[src/rtl/us_distance_poller.sv]
// Polls an ultrasonic sensor's ready bit, reads the echo count on each
// ready rising edge, converts it to cm and keeps a 4-sample average.
module us_distance_poller #(
   parameter int unsigned CYCLES_PER_CM = 2900,
   parameter int unsigned MAX_CM        = 400,
   parameter int unsigned NEAR_CM       = 20,
   parameter int unsigned HYST_CM       = 5
) (
   input  logic        clk,
   input  logic        reset_all,
   output logic        us_addr,
   output logic        us_read_en,
   output logic        us_write_en,
   output logic [31:0] us_write_data,
   input  logic [31:0] us_read_data,
   output logic [15:0] dist_cm,
   output logic [15:0] dist_avg_cm,
   output logic        dist_valid,
   output logic        out_of_range,
   output logic        near
);

   localparam logic [31:0] DIV_C   = 32'(CYCLES_PER_CM);
   localparam logic [31:0] MAX_C   = 32'(MAX_CM);
   localparam logic [15:0] NEAR_LO = 16'(NEAR_CM);
   localparam logic [15:0] NEAR_HI = 16'(NEAR_CM + HYST_CM);

   typedef enum logic [2:0] {
      RDY_REQ, RDY_CHK, CNT_REQ, CNT_CAP, DIV, UPDATE
   } state_t;

   state_t      state, state_nxt;
   logic        prev_rdy;
   logic        rdy;
   logic [31:0] count_reg;
   logic [31:0] rem;
   logic [4:0]  bit_cnt;
   logic [15:0] win [4];
   logic [17:0] sum;

   logic [32:0] rem_sh;
   logic        rem_ge;
   logic [31:0] rem_sub;
   logic        over;
   logic [15:0] new_cm;
   logic [17:0] sum_nxt;
   logic [15:0] avg_nxt;
   logic        addr_nxt;
   logic        rd_en_nxt;

   assign us_write_en   = 1'b0;
   assign us_write_data = 32'd0;
   assign rdy           = us_read_data[0];

   // Restoring divide step: the quotient shifts into count_reg from the right
   assign rem_sh  = {rem, count_reg[31]};
   assign rem_ge  = rem_sh >= {1'b0, DIV_C};
   assign rem_sub = rem_sh[31:0] - DIV_C;

   assign over    = count_reg > MAX_C;
   assign new_cm  = over ? MAX_C[15:0] : count_reg[15:0];
   assign sum_nxt = sum - {2'b00, win[3]} + {2'b00, new_cm};
   assign avg_nxt = sum_nxt[17:2];

   always_comb begin
      state_nxt = state;
      unique case (state)
         RDY_REQ: state_nxt = RDY_CHK;
         RDY_CHK: state_nxt = (!prev_rdy && rdy) ? CNT_REQ : RDY_REQ;
         CNT_REQ: state_nxt = CNT_CAP;
         CNT_CAP: state_nxt = DIV;
         DIV:     state_nxt = (bit_cnt == 5'd31) ? UPDATE : DIV;
         UPDATE:  state_nxt = RDY_REQ;
         default: state_nxt = RDY_REQ;
      endcase
   end

   // Sensor strobes are registered from the state being entered
   always_comb begin
      addr_nxt  = us_addr;
      rd_en_nxt = 1'b0;
      unique case (state_nxt)
         RDY_REQ, RDY_CHK: begin
            addr_nxt  = 1'b0;
            rd_en_nxt = 1'b1;
         end
         CNT_REQ: begin
            addr_nxt  = 1'b1;
            rd_en_nxt = 1'b1;
         end
         CNT_CAP: addr_nxt = 1'b1;
         default: rd_en_nxt = 1'b0;
      endcase
   end

   always_ff @(posedge clk) begin
      if (reset_all) begin
         state        <= RDY_REQ;
         prev_rdy     <= 1'b1;
         count_reg    <= 32'd0;
         rem          <= 32'd0;
         bit_cnt      <= 5'd0;
         sum          <= 18'd0;
         win          <= '{default: 16'd0};
         dist_cm      <= 16'd0;
         dist_avg_cm  <= 16'd0;
         dist_valid   <= 1'b0;
         out_of_range <= 1'b0;
         near         <= 1'b0;
         us_addr      <= 1'b0;
         us_read_en   <= 1'b0;
      end else begin
         state      <= state_nxt;
         us_addr    <= addr_nxt;
         us_read_en <= rd_en_nxt;
         dist_valid <= (state == UPDATE);
         if (state == RDY_CHK)
            prev_rdy <= rdy;
         if (state == CNT_CAP) begin
            count_reg <= us_read_data;
            rem       <= 32'd0;
            bit_cnt   <= 5'd0;
         end
         if (state == DIV) begin
            bit_cnt   <= bit_cnt + 5'd1;
            rem       <= rem_ge ? rem_sub : rem_sh[31:0];
            count_reg <= {count_reg[30:0], rem_ge};
         end
         if (state == UPDATE) begin
            dist_cm      <= new_cm;
            out_of_range <= over;
            win[0]       <= new_cm;
            win[1]       <= win[0];
            win[2]       <= win[1];
            win[3]       <= win[2];
            sum          <= sum_nxt;
            dist_avg_cm  <= avg_nxt;
            if (avg_nxt < NEAR_LO)
               near <= 1'b1;
            else if (avg_nxt >= NEAR_HI)
               near <= 1'b0;
         end
      end
   end

endmodule
[config.mk]
export PLATFORM = sky130hd
export DESIGN_NAME = us_distance_poller
export DESIGN_NICKNAME = d
export VERILOG_FILES = /design/src/rtl/us_distance_poller.sv
export SDC_FILE = /design/constraint.sdc
export NUM_CORES = 1
export LEC_CHECK = 0
export CAP_MARGIN = 20
export CORE_MARGIN = 1.5
export CORE_UTILIZATION = 60
export CTS_BUF_LIST = sky130_fd_sc_hd__clkbuf_4
export DETAILED_ROUTE_END_ITERATION = 7
export GPL_ROUTABILITY_DRIVEN = 0
export GPL_TIMING_DRIVEN = 0
export PLACE_DENSITY = 0.89
export SYNTH_ARGS = -nofsm -noshare
export SYNTH_HDL_FRONTEND = slang
export SYNTH_SLANG_ARGS = --single-unit
[constraint.sdc]
create_clock -name clk -period 7 [get_ports clk]
set_clock_uncertainty 0.15 [all_clocks]
set_input_delay 0.7 -clock clk [delete_from_list [all_inputs] [get_ports clk]]
set_output_delay 0.7 -clock clk [all_outputs]
set_load 0.02 [all_outputs]
==> impl_metrics.yaml, run 1 <==
outcome:
  status: "finished clean"
min_path:
  hold_class: "flip-flop to flip-flop"
  hold_start: "win[40]"
  hold_depth: 2
  holdPathEnd: "win[24]"
finish:
  drive_gt1_share_pct: 9.90
  seq_area_sq_mm: 0.00320
  nFillCells: 1059
  layout_common_cells: "nand2_1 (208), dfxtp_1 (160), a21oi_1 (88)"
  mostFrequentLayoutCell: "nand2_1"
  largest_register_ff_count: 64
  fin_nets: 1211
  synthToLayoutAreaGrowth_pct: 15.6
  multi_input_area_sq_mm: 0.00433
placed_design:
  hpwl_um: 13900
  io_buffers: 69
timing:
  rsz0062_at_grt: "no"
  drv_slew: 0
  fin_tns_setup_ns: 0
  slew_headroom_pct: 48.5
  worst_pin_slew_ns: 0.766
  max_freq_mhz: 198
  finalSetupViolCount: 0
  finalHoldViolations: 0
  period_needed_ns: 5.06
  period_share_pct: 72.3
worst_setup_path:
  rr_endpoint: "near"
  start_kind: "flip-flop"
  reg2reg_depth: 17
  end_kind: "flip-flop"
  cpMostUsedCell: "fa_1"
  path_max_fanout: 10
  critical_path_class: "flip-flop to flip-flop"
  required_ns: 7.33
  cp_cell_sequence: "nor4_1 -> and4_1 -> nand3_1 -> a31oi_1 -> clkbuf_1 -> nand2_1 -> fa_1 -> inv_1 -> fa_1 -> a211oi_2 -> o211ai_1 -> and2_1 -> a311o_1 -> xor2_1 -> a2111oi_0 -> nand4_1 -> o31ai_1"
  cpMaxStageDelayCell: "fa_1"
  rr_startpoint: "count_reg[27]"
  r2r_setup_slack_ns: 1.94
  arrival_ns: 5.39
  cpPeakStageDelay_ns: 0.49
grt:
  grt_use_met3_pct: 6.04
  grt_pass1_wl_um: 30800
  antenna_found_initial: 1
  grt_usage_pct: 26.6
  grt_use_met1_pct: 36.7
  grt_pass1_vias: 6471
  grt_max_degree: 17
  grt_overflow_total: 0
  met2_usage_pct: 41.9
  gr-max-usage-layer: "met2"
yosys:
  syn_area_per_cell_sq_um: 8.18
  netlist_instances: 1013
  yosys_warnings: 0
  yosysSeqAreaShare_pct: 38.7
  async_reset_ff_share_pct: 0
  netlist_area_sq_mm: 0.00828
  synth-edff-count: 0
  synth_seq_cells: 160
  dominantRegCellSynth: "dfxtp_1"
  ys_types: 64
detailed_routing:
  drc: 0
  first_iter_violations: 582
  vias: 7103
  dr.pass1.iters: 5
  drtAntennaViolNets: 0
  finalWirelength_um: 18800
  via_per_inst: 5.34
  wire_per_inst_um: 14.1
pwr:
  p_comb_share_pct: 16.3
  seqPwrFrac_pct: 54.8
  internal-power_mw: 1.17
  leakagePower_nw: 3.65
  fin_total_pwr_mw: 1.67
  p_switching_mw: 0.505
  clockPowerShare_pct: 28.9
  ir_drop_mv: 0.119
  power.density_mw_per_mm2: 175
  p_sw_share_pct: 30.1
cts:
  cts_setup_buffers: 0
  clkSinkCount: 160
  cts-resized-gates: 0
  clockBufferDepth: 2
  cts_inserted_buffers: 17
  clk_latency_ns: 0.57
  hold_buffers: 0
  clk_pin_slew_ns: 0.13
  tritoncts: "yes"
  h-tree-depth: 4
  clockRootBuffer: "clkbuf_4"
die:
  die_x_um: 121
  ios: 104
  core_area_sq_mm: 0.0133
  die_h_um: 121
  rows: 42
  die-area_sq_mm: 0.0145
  start_util_pct: 62.1
job:
  cap_violations: 0
logic make-up (layout without fill, tap and decap cells):
| family | count (synthesis) | in the layout | share of synthesized area, % |
|---|---|---|---|
| simple gates | 350 | 350 | 19.2 |
| compound gates | 222 | 222 | 15.9 |
| buf+inv | 168 | 269 | 10.7 |
| flops | 160 | 160 | 38.7 |
| xor+xnor | 41 | 41 | 4.33 |
| fa+ha+maj | 38 | 38 | 7.19 |
| mux | 32 | 32 | 3.87 |
| other cells | 2 | 41 | 0.0907 |
worst max-delay path: cells and delay by family, from the launching register on:
kind | cells | cell delay [ns]
xor gates and xnor gates | 1 | 0.18
buffers and inverters | 2 | 0.42
adders and majority gates | 2 | 0.96
and+or+nand+nor | 6 | 1.25
DFF | 1 | 0.35
AOI/OAI and AO/OA | 6 | 1.66
final cells by class:
type | count | area share [%]
antenna | 1 | 0.0261
buffer | 114 | 7.17
clock buffer | 19 | 1.49
clock inverter | 13 | 0.954
inverter | 54 | 2.12
multi-input combinational | 723 | 45.3
sequential | 160 | 33.5
tap | 176 | 2.30
timing repair buffer | 69 | 7.21
synthesized netlist by cell type (2+ instances only):
| master | number | share of area (%) |
|---|---|---|
| nand4_1 | 8 | 0.60 |
| inv_1 | 54 | 2.4 |
| a31oi_1 | 3 | 0.23 |
| o31ai_1 | 2 | 0.18 |
| xor2_1 | 23 | 2.4 |
| a22o_1 | 11 | 1.2 |
| buf_2 | 3 | 0.18 |
| a41oi_1 | 2 | 0.21 |
| nand3_1 | 18 | 1.1 |
| or3_1 | 2 | 0.15 |
| conb_1 | 2 | 0.091 |
| buf_1 | 5 | 0.23 |
| nand2_1 | 208 | 9.4 |
| fa_1 | 16 | 3.9 |
| a21oi_1 | 88 | 5.3 |
| a21o_1 | 10 | 0.91 |
| a31oi_4 | 2 | 0.51 |
| nor4_1 | 11 | 0.83 |
| a311o_1 | 2 | 0.24 |
| buf_4 | 66 | 6.0 |
| mux2i_1 | 32 | 3.9 |
| nor2b_1 | 5 | 0.38 |
| nand4b_1 | 4 | 0.42 |
| nor3_1 | 9 | 0.54 |
| a311oi_1 | 2 | 0.21 |
| and4_1 | 2 | 0.21 |
| or4_1 | 2 | 0.18 |
| o21ai_1 | 4 | 0.24 |
| o21ai_0 | 72 | 4.3 |
| o21a_1 | 3 | 0.27 |
| xnor2_1 | 18 | 1.9 |
| a2111oi_0 | 2 | 0.21 |
| nand2b_1 | 5 | 0.38 |
| a21boi_0 | 2 | 0.18 |
| and3_1 | 8 | 0.60 |
| a211oi_1 | 6 | 0.54 |
| nand3b_1 | 2 | 0.18 |
| ha_1 | 22 | 3.3 |
| clkbuf_1 | 39 | 1.8 |
| o21bai_1 | 2 | 0.18 |
| and2_1 | 13 | 0.98 |
| dfxtp_1 | 160 | 39 |
| nor2_1 | 42 | 1.9 |
metal layers:
metal	vias up	wire, um
met4	0	310
li1	3566	-
met5	-	0
met1	3258	8620
met3	25	1380
met2	254	8470
power groups by stage:
stage | sequential, mW | clock (mW) | combinational [mW]
global route | 0.918 | 0.535 | 0.298
floorplan | 0.937 | 0 | 0.193
finish | 0.917 | 0.484 | 0.272
global placement | 0.937 | 0 | 0.260
CTS | 0.917 | 0.492 | 0.265
detailed placement | 0.937 | 0 | 0.263
worst max-delay path by stage:
| stage | endpoint | from | cells past startpoint |
|---|---|---|---|
| floorplan | near | count_reg[21] | 17 |
| global placement | near | count_reg[27] | 17 |
| detailed placement | near | count_reg[27] | 17 |
| CTS | near | count_reg[27] | 17 |
| global route | near | count_reg[27] | 17 |
| finish | near | count_reg[27] | 17 |
per-stage QoR:
stage	std cells	util, %	setup WS, ns	cell area [sq um]	hold WS [ns]
after detailed placement	1296	70.0	2.11	9340	0.293
final	1329	71.7	1.94	9570	0.295
after global placement	1296	70.0	2.12	9340	0.287
after global routing	1329	71.7	1.59	9570	0.324
after floorplan	1051	-	2.74	8430	0.276
after CTS	1328	71.7	2.08	9570	0.301
Power figures use the tool's default switching activity.
==> run 2, diff against run 1 <==
- CORE_UTILIZATION: 60 -> 52
- PLACE_DENSITY: 0.89 -> 0.83
- clock period: 7 -> 4.6 ns (I/O delays scaled with it)
==> impl_metrics.yaml, run 2 (synthesis results as in run 1) <==
pwr:
  clockPowerShare_pct: 28.8
  leakagePower_nw: 3.67
  p_sw_share_pct: 29.1
  ir_drop_mv: 0.152
  seqPwrFrac_pct: 54.5
  power.density_mw_per_mm2: 265
  internal-power_mw: 1.81
  fin_total_pwr_mw: 2.56
  p_switching_mw: 0.744
  p_comb_share_pct: 16.7
die:
  die_h_um: 129
  rows: 45
  core_area_sq_mm: 0.0154
  die_x_um: 129
  die-area_sq_mm: 0.0167
  ios: 104
  start_util_pct: 53.9
finish:
  synthToLayoutAreaGrowth_pct: 16.7
  stdcell_area_sq_mm: 0.00966
  fin_nets: 1213
  layout_common_cells: "nand2_1 (208), dfxtp_1 (160), a21oi_1 (88)"
  stdcell_count: 1363
  largest_register_ff_count: 64
  mostFrequentLayoutCell: "nand2_1"
  nFillCells: 1346
  drive_gt1_share_pct: 10.3
  fin_util_pct: 62.9
timing:
  finalSetupViolCount: 0
  worst_pin_slew_ns: 0.765
  setup_ws_ns: 0.108
  finalHoldViolations: 0
  hold_ws_ns: 0.301
  fin_tns_setup_ns: 0
  max_freq_mhz: 223
  slew_headroom_pct: 48.6
  drv_slew: 0
  period_share_pct: 97.6
  period_needed_ns: 4.49
cts:
  hold_buffers: 0
  clk_pin_slew_ns: 0.13
  cts_inserted_buffers: 17
  h-tree-depth: 4
  clk_latency_ns: 0.56
  clockBufferDepth: 2
  tritoncts: "yes"
  clockRootBuffer: "clkbuf_4"
  clkSinkCount: 160
grt:
  grt_usage_pct: 23.3
  grt_pass1_vias: 6361
  grt_max_degree: 17
  antenna_found_initial: 1
  grt_overflow_total: 0
  grt_pass1_wl_um: 30400
worst_setup_path:
  r2r_setup_slack_ns: 0.11
  required_ns: 4.92
  rr_startpoint: "count_reg[27]"
  start_kind: "flip-flop"
  cpMostUsedCell: "fa_1"
  path_max_fanout: 10
  cpPeakStageDelay_ns: 0.49
  critical_path_class: "flip-flop to flip-flop"
  arrival_ns: 4.81
  rr_endpoint: "near"
  cpMaxStageDelayCell: "fa_1"
  cp_cell_sequence: "nor4_2 -> and4_1 -> nand3_2 -> a31oi_4 -> buf_6 -> nand2_1 -> fa_1 -> inv_1 -> fa_1 -> a211oi_2 -> o211ai_1 -> and2_1 -> a311o_1 -> xor2_1 -> a2111oi_1 -> nand4_1 -> o31ai_1"
  crit_path_end: "near"
  startpoint: "count_reg[27]"
  end_kind: "flip-flop"
  reg2reg_depth: 17
detailed_routing:
  drc: 0
  vias: 6997
  via_per_inst: 5.13
  first_iter_violations: 545
  finalWirelength_um: 18700
  drtAntennaViolNets: 0
  dr.pass1.iters: 5
  wire_per_inst_um: 13.7
placed_design:
  dp_slack_ns: -0.308
  io_buffers: 69
  place_area_sq_mm: 0.00938
  hpwl_um: 13900
  dpl.cell_count: 1331
outcome:
  status: "finished clean"
min_path:
  hold_class: "input port to flip-flop"
job:
  cap_violations: 0
[run 2: cell count changes in the layout (fill, tap and decap cells not counted), sizes merged]
cell	before	now
buf	75	78
clkbuf	58	55
clkinv	9	7
bufinv	0	1
[run 2: worst max-delay path, delay by kind of cell (launching register included)]
family          cells  cell delay, ns
compound gates      6            1.41
flops               1            0.36
xor+xnor            1            0.18
buf+inv             2            0.23
simple gates        6            1.11
fa+ha+maj           2            0.96
[run 2: how the worst min path moves through the flow]
stage	start	end	cells after the start	slack (ns)
floorplan	rem[31]	rem[31]	2	0.28
global placement	win[47]	win[31]	2	0.29
detailed placement	win[40]	win[24]	2	0.29
CTS	reset_all	state[1]	2	0.26
global route	reset_all	state[1]	2	0.29
finish	reset_all	state[1]	2	0.30
[run 2: what timing repair did]
item	4_1_cts	5_1_grt
pin swaps	0	3
resized for setup	5	6
endpoints found under the setup margin	2	1
setup buffers	1	1
hold endpoints to repair	0	0
[run 2: area by class of cell]
class / count / area [sq um] / share of cell area (%)
Timing Repair Buffer: 71 / 706 / 7.30
Clock buffer: 17 / 128 / 1.32
Tap cell: 211 / 264 / 2.73
Inverter: 54 / 203 / 2.10
Sequential cell: 160 / 3200 / 33.1
Buffer: 114 / 694 / 7.19
Clock inverter: 12 / 95.1 / 0.984
Antenna cell: 1 / 2.50 / 0.0259
Multi-Input combinational cell: 723 / 4370 / 45.2
[run 2: routing by layer]
layer | up-vias | share of wire [%] | wire length [um] | GRT usage [%]
li1 | 3562 | - | - | -
met1 | 3209 | 47 | 8710 | 31.2
met2 | 196 | 45 | 8510 | 37.7
met3 | 30 | 6.3 | 1180 | 5.16
met4 | 0 | 1.8 | 328 | 7.07
met5 | - | 0 | 0 | 0
[run 2: power groups by stage]
stage               registers (mW)  clock network, mW  logic, mW
floorplan                     1.43                  0      0.294
global placement              1.43                  0      0.397
detailed placement            1.43                  0      0.401
CTS                           1.40              0.754      0.409
global route                  1.40              0.813      0.468
finish                        1.40              0.737      0.427
==> run 3, diff against run 2 <==
--- a/config.mk
+++ b/config.mk
@@ -8,10 +8,10 @@
 export CAP_MARGIN = 20
 export CORE_MARGIN = 1.5
-export CORE_UTILIZATION = 52
-export CTS_BUF_LIST = sky130_fd_sc_hd__clkbuf_4
+export CORE_UTILIZATION = 51
+export CTS_BUF_LIST = sky130_fd_sc_hd__clkbuf_16
 export DETAILED_ROUTE_END_ITERATION = 7
 export GPL_ROUTABILITY_DRIVEN = 0
 export GPL_TIMING_DRIVEN = 0
-export PLACE_DENSITY = 0.83
+export PLACE_DENSITY = 0.81
 export SYNTH_ARGS = -nofsm -noshare
 export SYNTH_HDL_FRONTEND = slang
--- a/constraint.sdc
+++ b/constraint.sdc
@@ -3,3 +3,3 @@
 set_input_delay 0.46 -clock clk [delete_from_list [all_inputs] [get_ports clk]]
 set_output_delay 0.46 -clock clk [all_outputs]
-set_load 0.02 [all_outputs]
+set_load 0.05 [all_outputs]
==> impl_metrics.yaml, run 3 (synthesis results as in run 1) <==
detailed_routing:
  drc: 0
  finalWirelength_um: 19500
  wire_per_inst_um: 14.2
  vias: 7157
  first_iter_violations: 628
  dr.pass1.iters: 5
  drtAntennaViolNets: 0
  via_per_inst: 5.22
die:
  ios: 104
  die_h_um: 130
  core_area_sq_mm: 0.0159
  rows: 46
  die_x_um: 130
  start_util_pct: 52.2
  die-area_sq_mm: 0.0170
cts:
  hold_buffers: 0
  clkSinkCount: 160
  clk_pin_slew_ns: 0.06
  h-tree-depth: 4
  clockBufferDepth: 2
  cts_inserted_buffers: 17
  tritoncts: "yes"
  clockRootBuffer: "clkbuf_16"
  clk_latency_ns: 0.42
timing:
  worst_pin_slew_ns: 0.802
  finalSetupViolCount: 0
  max_freq_mhz: 223
  slew_headroom_pct: 46.1
  finalHoldViolations: 0
  period_needed_ns: 4.49
  period_share_pct: 97.7
  drv_slew: 0
  fin_tns_setup_ns: 0
grt:
  grt_overflow_total: 0
  grt_pass1_vias: 6561
  grt_max_degree: 17
  grt_pass1_wl_um: 31900
  antenna_found_initial: 0
  grt_usage_pct: 24.0
pwr:
  p_switching_mw: 0.877
  ir_drop_mv: 0.266
  fin_total_pwr_mw: 3.24
  leakagePower_nw: 3.84
  power.density_mw_per_mm2: 322
  internal-power_mw: 2.36
  p_sw_share_pct: 27.1
  p_comb_share_pct: 15.2
  clockPowerShare_pct: 41.7
  seqPwrFrac_pct: 43.1
worst_setup_path:
  required_ns: 4.79
  critical_path_class: "flip-flop to flip-flop"
  arrival_ns: 4.68
  start_kind: "flip-flop"
  end_kind: "flip-flop"
  path_max_fanout: 10
finish:
  antennaDiodeCount: 0
  fin_nets: 1215
  largest_register_ff_count: 64
  synthToLayoutAreaGrowth_pct: 21.2
  drive_gt1_share_pct: 10.8
  layout_common_cells: "nand2_1 (207), dfxtp_1 (160), a21oi_1 (88)"
  mostFrequentLayoutCell: "nand2_1"
  fin_util_pct: 63.2
job:
  cap_violations: 0
placed_design:
  hpwl_um: 14000
  io_buffers: 69
min_path:
  hold_class: "flip-flop to flip-flop"
outcome:
  status: "finished clean"
## run 3: changes by cell type in the layout (fill, tap and decap cells not counted), sizes merged
cell,previous run,this run
buf,78,80
inv,56,58
bufinv,1,2
clkinv,7,6
clkinvlp,2,1
diode,1,0
## run 3: worst max-delay path, stage by stage, from the launching register on
cell and delay (ns):
dfxtp_1 0.33, nor4_2 0.30, and4_1 0.27, nand3_2 0.14, a31oi_4 0.22, buf_6 0.16, nand2_1 0.09, fa_1 0.49
inv_1 0.07, fa_2 0.42, a211oi_2 0.28, o21bai_1 0.12, a21oi_1 0.21, xor2_1 0.27, o21ai_0 0.17, a2111oi_2 0.46
nand4_1 0.17, o31ai_1 0.10
## run 3: per-stage QoR
step	hold slack [ns]	std cells	cell area, sq um	setup WS, ns
final	0.297	1370	10000	0.106
after CTS	0.301	1367	9970	0.00138
after detailed placement	0.293	1336	9390	-0.295
after global placement	0.287	1336	9390	-0.263
after floorplan	0.276	1051	8430	0.337
after global routing	0.314	1370	10000	-0.105
## run 3: layout make-up
cell class | instances | area [sq um]
fillers | 1375 | 5850
multi-input cells | 723 | 4400
flip-flops and latches | 160 | 3200
repair buffers | 73 | 721
plain buffers | 114 | 694
clock buffers | 17 | 425
well taps | 216 | 270
inverters | 54 | 203
clock inverters | 13 | 124
## run 3: timing repair
item / 4_1_cts / 5_1_grt
gates resized for setup: 5 / 12
endpoints found under the setup margin: 2 / 2
pin swaps: 0 / 5
buffers inserted: 1 / 3
## run 3: final timing paths
| check | startpoint | to | slack (ns) | cells after the start |
|---|---|---|---|---|
| min reg2reg | win[43] | win[27] | 0.30 | 2 |
| min | win[43] | win[27] | 0.30 | 2 |
| max reg2reg | count_reg[27] | near | 0.11 | 17 |
| max | count_reg[27] | near | 0.11 | 17 |
## run 3: power by group through the flow
stage	combinational [mW]	clock, mW	sequential, mW
2_1_floorplan	0.330	0	1.43
3_3_place_gp	0.438	0	1.43
3_5_place_dp	0.441	0	1.43
4_1_cts	0.450	1.36	1.40
5_1_grt	0.529	1.42	1.40
6_report	0.492	1.35	1.40
## run 3: per-layer routing
layer  wire length, um  track usage [%]
met5                 0                0
met4               328             7.11
met3              1340             5.70
met2              9010             39.3
met1              8780             31.8
